[src/rtl/apb_pkg.sv]
// -----------------------------------------------------------------------------
// apb_pkg
// Shared APB definitions: bus field widths, request/response bundles, the
// IDLE/ACCESS decoder state encoding and a saturating 8-bit increment.
// -----------------------------------------------------------------------------
package apb_pkg;

   localparam int APB_ADDR_W = 32;
   localparam int APB_DATA_W = 32;

   typedef enum logic {
      IDLE   = 1'b0,
      ACCESS = 1'b1
   } apb_state_t;

   typedef struct packed {
      logic [APB_ADDR_W-1:0] paddr;
      logic                  penable;
      logic                  psel;
      logic                  pwrite;
      logic [APB_DATA_W-1:0] pwdata;
   } apb_req_t;

   typedef struct packed {
      logic [APB_DATA_W-1:0] prdata;
      logic                  pready;
      logic                  perr;
   } apb_rsp_t;

   // Holds at 8'hFF instead of wrapping to zero.
   function automatic logic [7:0] sat_inc8(input logic [7:0] v);
      return (v == 8'hFF) ? v : v + 8'd1;
   endfunction

endpackage

[src/rtl/apb_target_decoder_timeout.sv]
// -----------------------------------------------------------------------------
// apb_target_decoder_timeout
// Access-phase wait counter. Cleared at setup, advanced on each access cycle
// in which the selected target is still not ready.
// Ports:
//   clk, reset_n : clock, async active-low reset
//   i_clr        : clear the counter (setup phase)
//   i_inc        : one more wait cycle observed
//   o_expired    : counter has reached TIMEOUT_CYCLES-1
// -----------------------------------------------------------------------------
module apb_target_decoder_timeout #(
   parameter int TIMEOUT_CYCLES = 255
) (
   input  logic clk,
   input  logic reset_n,
   input  logic i_clr,
   input  logic i_inc,
   output logic o_expired
);

   localparam int              CNT_W = (TIMEOUT_CYCLES > 1) ? $clog2(TIMEOUT_CYCLES) : 1;
   localparam logic [CNT_W-1:0] LAST  = CNT_W'(TIMEOUT_CYCLES - 1);

   logic [CNT_W-1:0] r_cnt;

   // Stops at LAST; the decoder leaves ACCESS in that cycle anyway.
   always_ff @(posedge clk or negedge reset_n) begin
      if (!reset_n)                     r_cnt <= '0;
      else if (i_clr)                   r_cnt <= '0;
      else if (i_inc && r_cnt != LAST)  r_cnt <= r_cnt + 1'b1;
   end

   assign o_expired = (r_cnt == LAST);

endmodule

[src/rtl/apb_target_decoder.sv]
// -----------------------------------------------------------------------------
// apb_target_decoder
// Routes one upstream APB requester to NUM_TARGETS APB targets selected by
// paddr[SEL_LSB +: SEL_WIDTH]. Unmapped accesses and IDLE-phase protocol
// violations are answered locally with an error; err_count saturates at 255.
// Optional macro APB_TARGET_DECODER_TIMEOUT_EN adds an access-phase timeout of
// TIMEOUT_CYCLES cycles; without it ACCESS waits indefinitely.
// Ports:
//   clk, reset_n                      : clock, async active-low reset
//   apb_request__*                    : upstream request
//   apb_response__*                   : upstream response
//   tgt_psel                          : one-hot target select
//   tgt_paddr/penable/pwrite/pwdata   : shared target request (paddr shifted)
//   tgt_prdata/pready/perr            : per-target responses, target i at [i*32 +: 32]
//   err_count                         : saturating error-response count
// -----------------------------------------------------------------------------
module apb_target_decoder
   import apb_pkg::*;
#(
   parameter int NUM_TARGETS    = 4,
   parameter int SEL_LSB        = 12,
   parameter int SEL_WIDTH      = 4,
   parameter int ADDR_SHIFT     = 2,
   parameter int TIMEOUT_CYCLES = 255
) (
   input  logic                              clk,
   input  logic                              reset_n,
   input  logic [APB_ADDR_W-1:0]             apb_request__paddr,
   input  logic                              apb_request__penable,
   input  logic                              apb_request__psel,
   input  logic                              apb_request__pwrite,
   input  logic [APB_DATA_W-1:0]             apb_request__pwdata,
   output logic [APB_DATA_W-1:0]             apb_response__prdata,
   output logic                              apb_response__pready,
   output logic                              apb_response__perr,
   output logic [NUM_TARGETS-1:0]            tgt_psel,
   output logic [APB_ADDR_W-1:0]             tgt_paddr,
   output logic                              tgt_penable,
   output logic                              tgt_pwrite,
   output logic [APB_DATA_W-1:0]             tgt_pwdata,
   input  logic [NUM_TARGETS*APB_DATA_W-1:0] tgt_prdata,
   input  logic [NUM_TARGETS-1:0]            tgt_pready,
   input  logic [NUM_TARGETS-1:0]            tgt_perr,
   output logic [7:0]                        err_count
);

   // One extra bit so NUM_TARGETS == 2**SEL_WIDTH still compares correctly.
   localparam logic [SEL_WIDTH:0] NUM_T = (SEL_WIDTH+1)'(NUM_TARGETS);

   apb_state_t           r_state, w_state_nxt;
   logic [SEL_WIDTH-1:0] r_sel_idx;
   logic                 r_mapped;
   logic [7:0]           r_err_count;

   apb_req_t               w_req;
   apb_rsp_t               w_tgt_rsp, w_rsp;
   logic [SEL_WIDTH-1:0]   w_dec_idx;
   logic                   w_dec_mapped;
   logic [NUM_TARGETS-1:0] w_dec_oh, w_sel_oh, w_psel;
   logic                   w_setup, w_err_inc, w_timeout;

   assign w_req = '{paddr:   apb_request__paddr,
                    penable: apb_request__penable,
                    psel:    apb_request__psel,
                    pwrite:  apb_request__pwrite,
                    pwdata:  apb_request__pwdata};

   assign w_dec_idx    = w_req.paddr[SEL_LSB +: SEL_WIDTH];
   assign w_dec_mapped = ({1'b0, w_dec_idx} < NUM_T);
   assign w_setup      = (r_state == IDLE) && w_req.psel && !w_req.penable;

   // Decoded one-hot (live paddr) and latched one-hot (sel_idx), plus the
   // response of the latched target.
   always_comb begin
      w_dec_oh  = '0;
      w_sel_oh  = '0;
      w_tgt_rsp = '0;
      for (int i = 0; i < NUM_TARGETS; i++) begin
         w_dec_oh[i] = w_dec_mapped && (w_dec_idx == SEL_WIDTH'(i));
         w_sel_oh[i] = r_mapped && (r_sel_idx == SEL_WIDTH'(i));
         if (w_sel_oh[i]) begin
            w_tgt_rsp.prdata = tgt_prdata[i*APB_DATA_W +: APB_DATA_W];
            w_tgt_rsp.pready = tgt_pready[i];
            w_tgt_rsp.perr   = tgt_perr[i];
         end
      end
   end

`ifdef APB_TARGET_DECODER_TIMEOUT_EN
   logic w_wait;
   assign w_wait = (r_state == ACCESS) && w_req.psel && r_mapped && !w_tgt_rsp.pready;

   apb_target_decoder_timeout #(
      .TIMEOUT_CYCLES (TIMEOUT_CYCLES)
   ) u_timeout (
      .clk       (clk),
      .reset_n   (reset_n),
      .i_clr     (w_setup),
      .i_inc     (w_wait),
      .o_expired (w_timeout)
   );
`else
   assign w_timeout = 1'b0;
`endif

   always_ff @(posedge clk or negedge reset_n) begin
      if (!reset_n) begin
         r_state     <= IDLE;
         r_sel_idx   <= '0;
         r_mapped    <= 1'b0;
         r_err_count <= '0;
      end else begin
         r_state <= w_state_nxt;
         if (w_setup) begin
            r_sel_idx <= w_dec_idx;
            r_mapped  <= w_dec_mapped;
         end
         if (w_err_inc) r_err_count <= sat_inc8(r_err_count);
      end
   end

   always_comb begin
      w_state_nxt = r_state;
      w_psel      = '0;
      w_rsp       = '0;
      w_err_inc   = 1'b0;
      case (r_state)
         IDLE: begin
            if (w_req.psel && w_req.penable) begin
               // penable without a setup phase: refuse locally
               w_rsp.pready = 1'b1;
               w_rsp.perr   = 1'b1;
               w_err_inc    = 1'b1;
            end else if (w_req.psel) begin
               w_psel      = w_dec_oh;
               w_state_nxt = ACCESS;
            end
         end
         ACCESS: begin
            if (!w_req.psel) begin
               w_state_nxt = IDLE;               // master abort, silent
            end else if (!r_mapped) begin
               w_rsp.pready = 1'b1;
               w_rsp.perr   = 1'b1;
               w_err_inc    = 1'b1;
               w_state_nxt  = IDLE;
            end else if (w_tgt_rsp.pready) begin
               // Checked ahead of the timeout so a late target still wins.
               w_psel      = w_sel_oh;
               w_rsp       = w_tgt_rsp;
               w_state_nxt = IDLE;
            end else if (w_timeout) begin
               w_rsp.pready = 1'b1;
               w_rsp.perr   = 1'b1;
               w_err_inc    = 1'b1;
               w_state_nxt  = IDLE;
            end else begin
               w_psel = w_sel_oh;
               w_rsp  = w_tgt_rsp;
            end
         end
         default: w_state_nxt = IDLE;
      endcase
   end

   // Outputs are forced quiet while reset is held, even if the master keeps
   // driving a request.
   assign tgt_psel             = reset_n ? w_psel : '0;
   assign apb_response__prdata = reset_n ? w_rsp.prdata : '0;
   assign apb_response__pready = reset_n & w_rsp.pready;
   assign apb_response__perr   = reset_n & w_rsp.perr;

   assign tgt_paddr   = w_req.paddr >> ADDR_SHIFT;
   assign tgt_penable = w_req.penable;
   assign tgt_pwrite  = w_req.pwrite;
   assign tgt_pwdata  = w_req.pwdata;
   assign err_count   = r_err_count;

endmodule

[config.mk]
export PLATFORM = sky130hd
export DESIGN_NAME = apb_target_decoder
export DESIGN_NICKNAME = d
export VERILOG_FILES = /design/src/rtl/apb_pkg.sv /design/src/rtl/apb_target_decoder_timeout.sv /design/src/rtl/apb_target_decoder.sv
export SDC_FILE = /design/constraint.sdc
export NUM_CORES = 1
export LEC_CHECK = 0
export CAP_MARGIN = 20
export CORE_AREA = 4 4 122 124
export DETAILED_ROUTE_END_ITERATION = 6
export DIE_AREA = 0 0 126 128
export GPL_ROUTABILITY_DRIVEN = 0
export SYNTH_ARGS = -nofsm -noshare
export SYNTH_HDL_FRONTEND = slang
export SYNTH_SLANG_ARGS = --single-unit
export TNS_END_PERCENT = 20
[constraint.sdc]
create_clock -name clk -period 1.9 [get_ports clk]
set_clock_uncertainty 0.05 [all_clocks]
set_input_delay 0.38 -clock clk [delete_from_list [all_inputs] [get_ports clk]]
set_output_delay 0.38 -clock clk [all_outputs]
set_load 0.02 [all_outputs]
==> results of run 1 <==
## synth_stat cells
cell type	number
a21bo_2	1
nor4_1	1
buf_1	1
a21oi_1	29
nor2_1	5
mux2_2	6
nor2b_1	7
conb_1	1
inv_1	31
buf_2	8
dfrtp_1	14
nand2b_1	31
o21ai_0	30
or3_1	2
buf_6	1
buf_4	67
nand2_1	34
o2111ai_1	27
nor4b_2	1
o21a_1	2
nor3b_1	1
xnor2_1	1
nor3_1	2
nand4_1	1
o31ai_1	1
and3_1	3
nand2_4	1
nand3_1	5
or2_2	1
mux2_1	1
mux2i_1	7
and4bb_2	1
a211oi_1	12
ha_1	1
a32o_1	1
and3_4	1
a311oi_1	1
o22ai_1	4
clkbuf_1	13
xor2_1	2
## through the flow
step	utilization [%]	power (mW)	instances
2_1_floorplan	-	1.30	360
3_3_place_gp	31.8	1.85	684
3_5_place_dp	31.8	1.87	684
4_1_cts	33.4	2.41	696
5_1_grt	34.8	2.66	700
6_report	34.8	2.50	700
## layer usage
metal | up-vias | track usage [%] | part of all wire (%)
li1 | 1507 | - | -
met1 | 1463 | 13.8 | 36
met2 | 197 | 24.0 | 50
met3 | 36 | 5.21 | 11
met4 | 0 | 5.05 | 3.1
met5 | - | 0.619 | 0
## registers in the layout, summed over array words and instances, names as in the netlist
signal and cells:
err_count 8, r_sel_idx 4, r_mapped 1, r_state 1
## final cells by class
cell class	instances	area [um^2]	area share (%)
Inverter	31	116	2.43
Tap cell	180	225	4.70
Timing Repair Buffer	246	2370	49.4
Sequential cell	14	353	7.37
Multi-Input combinational cell	225	1640	34.2
Clock buffer	4	88.8	1.86
## report_power, final
part	total, mW	switching, mW	internal [mW]	leakage [nW]
Clock	0.438	0.119	0.319	0.0442
Sequential	0.519	0.118	0.401	0.165
Combinational	1.54	0.711	0.829	1.67
Total	2.50	0.948	1.55	1.88
## layout by cell type (no fill, tap or decap), types with 11 or more instances in the layout
cell type          n
o2111ai_1         18
buf_6             11
dfrtp_1           12
a21oi_1           22
o21ai_0           22
buf_4             67
nand2b_1          31
clkdlybuf4s50_1  149
nand2_1           33
inv_1             31
## how the worst min path moves through the flow
stage	from	to	slack [ns]	cells after the start
after detailed placement	err_count[4]$_DFFE_PN0P_	err_count[4]$_DFFE_PN0P_	0.47	1
after global routing	reset_n	r_state$_DFF_PN0_	0.26	3
after CTS	reset_n	err_count[0]$_DFFE_PN0P_	0.24	3
after global placement	err_count[4]$_DFFE_PN0P_	err_count[4]$_DFFE_PN0P_	0.46	1
final	reset_n	err_count[1]$_DFFE_PN0P_	0.23	3
after floorplan	reset_n	err_count[0]$_DFFE_PN0P_	0.03	0
## critical path: cells and delay by family, from the launching register on
family	cells	cell delay (ns)
flip-flops	1	0.44
AND/OR/NAND/NOR	1	0.25
AO/OA/AOI/OAI	2	0.22
buffers and inverters	4	0.58
## cells by family (layout without fill, tap and decap cells)
logic type | count (synthesis) | after routing
AO/OA/AOI/OAI | 108 | 108
XOR/XNOR | 3 | 3
adder cells (fa/ha/maj) | 1 | 1
buffers and inverters | 121 | 281
flip-flops | 14 | 14
multiplexers | 14 | 14
other | 1 | 2
AND/OR/NAND/NOR | 97 | 97
## what timing repair did
action                                  in CTS  in global routing
gates resized for setup                    239                 32
hold buffers                                 0                  0
endpoints found under the setup margin      43                 38
pin swaps                                   23                 15
endpoints found under the hold margin        0                  0
buffers inserted                             8                  3
gates cloned                                 1                  2
==> results by group, run 1 <==
Run status
  – Status: complete, but fails checks
  – Failing checks: negative setup slack

Clock network
  – Clk_lat worst skew: 0.24 ns
  – TritonCTS Sinks: 14
  – CTS Buf Count: 3
  – CTS Root Cell: clkbuf_16
  – CTS clock-pin slew for the worst setup and hold paths: around 0.050 ns
  – CTS tree: yes
  – Clock Path Buffers: 2
  – Maximum level of the CTS H-tree: 1

Detailed routing
  – DR vias: 3,203
  – WL per Instance: around 17 um
  – Total Wirelength: approximately 12 mm
  – Number of routed nets with antenna violations: 0
  – Drc violations: 0
  – First-pass DRT Iterations: 4
  – Vias/cell: 4.58
  – Iter 0 DRT Violations: about 90

Finish
  – ANT cells: 0
  – # fillers: 1,425
  – Fin area: between 0.004 and 0.005 mm^2
  – Layout area overhead: 92.3%
  – Share of layout cells above drive strength 1: between 20% and 30%
  – Final nets: 727

Floorplanning
  – I/O pins: around 320
  – Core box area: between 0.01 and 0.015 mm^2
  – Row count: 43
  – Die area: approximately 0.016 mm^2
  – Die width: ~130 um
  – Die extent in y: approximately 130 um
  – Initial core utilization: 18.1%

Critical path
  – Worst setup endpoint: apb_response__prdata[0]
  – RR Endpoint: r_state$_DFF_PN0_
  – Crit. Startpoint: r_sel_idx[1]$_DFFE_PN0P_
  – Launch point of the worst reg-to-reg path: r_sel_idx[2]$_DFFE_PN0P_
  – Slowest Stage Delay on Critical Path: approximately 0.44 ns
  – Setup CP Type: reg -> out
  – Critical Path Fanout Max: 12
  – Worst EP arrival: about 1.7 ns
  – R2r setup slk: 0.11 ns
  – Worst EP required: about 1.5 ns
  – Cell chain of the critical path: buf_6 > or2_4 > buf_12 > o2111ai_2 > buf_4 > a21oi_2 > buf_6
  – Slowest-stage cell, CP: dfrtp_2
  – Critical Path Most Common Cell: buf_6
  – FF-to-FF path depth: 8
  – Type of origin of the critical path: register
  – Crit path capture type: output port

Timing
  – Max-slew violations: 0
  – Final setup viols: 38
  – Fin Hold WS: about 0.23 ns
  – RSZ-0062 raised after global routing: yes
  – Fin crit share: 114%
  – Final Hold Vio Count: 0
  – Tmin final: roughly 2.2 ns
  – Maximum clock rate: about 460 MHz
  – TNS Setup: -7.37 ns
  – Setup ws final: -0.259 ns

Placement
  – Port Buffer Count: 194
  – Dpl ws: -1.04 ns
  – Post-place instance area: 0.00438 mm^2
  – Hpwl dp: approximately 9.4 mm

Logic synthesis
  – Largest family of logic cells by synthesized area: buffers and inverters
  – Ys Warns: 0
  – Post-synth top area cell: buf_4
  – Mux contribution to synthesized area: ~6%
  – Flop and latch count out of synthesis: 14
  – Simple-Gate Fraction of Synth Area: about a fifth
  – Syn Area/Cell: about 6.9 um^2
  – Sequential fraction of the synthesis area: about 14%
  – Synth Cell Area: 0.00249 mm^2
  – Adder-cell share of the synthesized area: less than 1%
  – Post-Synth XOR/XNOR Area: under 10%
  – Yosys cell types: 40
  – Gate count after technology mapping: roughly 360
  – Synth area leaders: buf_4 (20%), dfrtp_1 (14%), o2111ai_1 (9.5%)
  – Synth Area in Compound Gates: 28.0%
  – Synth top area share: 20.2%

Global routing
  – Grt total ovfl: 0
  – Largest net degree at the start of global routing: 33
  – Vias in the first global route: about 3,400
  – GRT Resource Usage Total: 13.3%
  – Initial antenna violation count: 0
  – Global-route wire length before repair: roughly 18 mm

Pwr
  – Peak VDD IR: roughly 670 uV
  – Pwr Density: 521 mW/mm^2
  – LEAKAGE: 1.88 nW

Min path
  – Tightest Hold Check Type: in -> async

Job
  – Max-Cap Viols: 0
Power figures use the tool's default switching activity.
==> inputs of run 2 (changes only) <==
--- a/config.mk
+++ b/config.mk
@@ -5,6 +5,7 @@
 export SDC_FILE = /design/constraint.sdc
 export NUM_CORES = 1
 export LEC_CHECK = 0
+export ABC_CLOCK_PERIOD_IN_PS = 1900
 export CAP_MARGIN = 20
 export CORE_AREA = 4 4 122 124
 export DETAILED_ROUTE_END_ITERATION = 6
==> results of run 2 <==
No change in the layout: final DEF, timing and power equal those of run 1.
==> inputs of run 3 (changes only) <==
--- a/config.mk
+++ b/config.mk
@@ -8,6 +8,7 @@
 export ABC_CLOCK_PERIOD_IN_PS = 1900
 export CAP_MARGIN = 20
 export CORE_AREA = 4 4 122 124
+export CTS_CLUSTER_SIZE = 28
 export DETAILED_ROUTE_END_ITERATION = 6
 export DIE_AREA = 0 0 126 128
 export GPL_ROUTABILITY_DRIVEN = 0
==> results of run 3 <==
No change in the layout: final DEF, timing and power equal those of run 1.
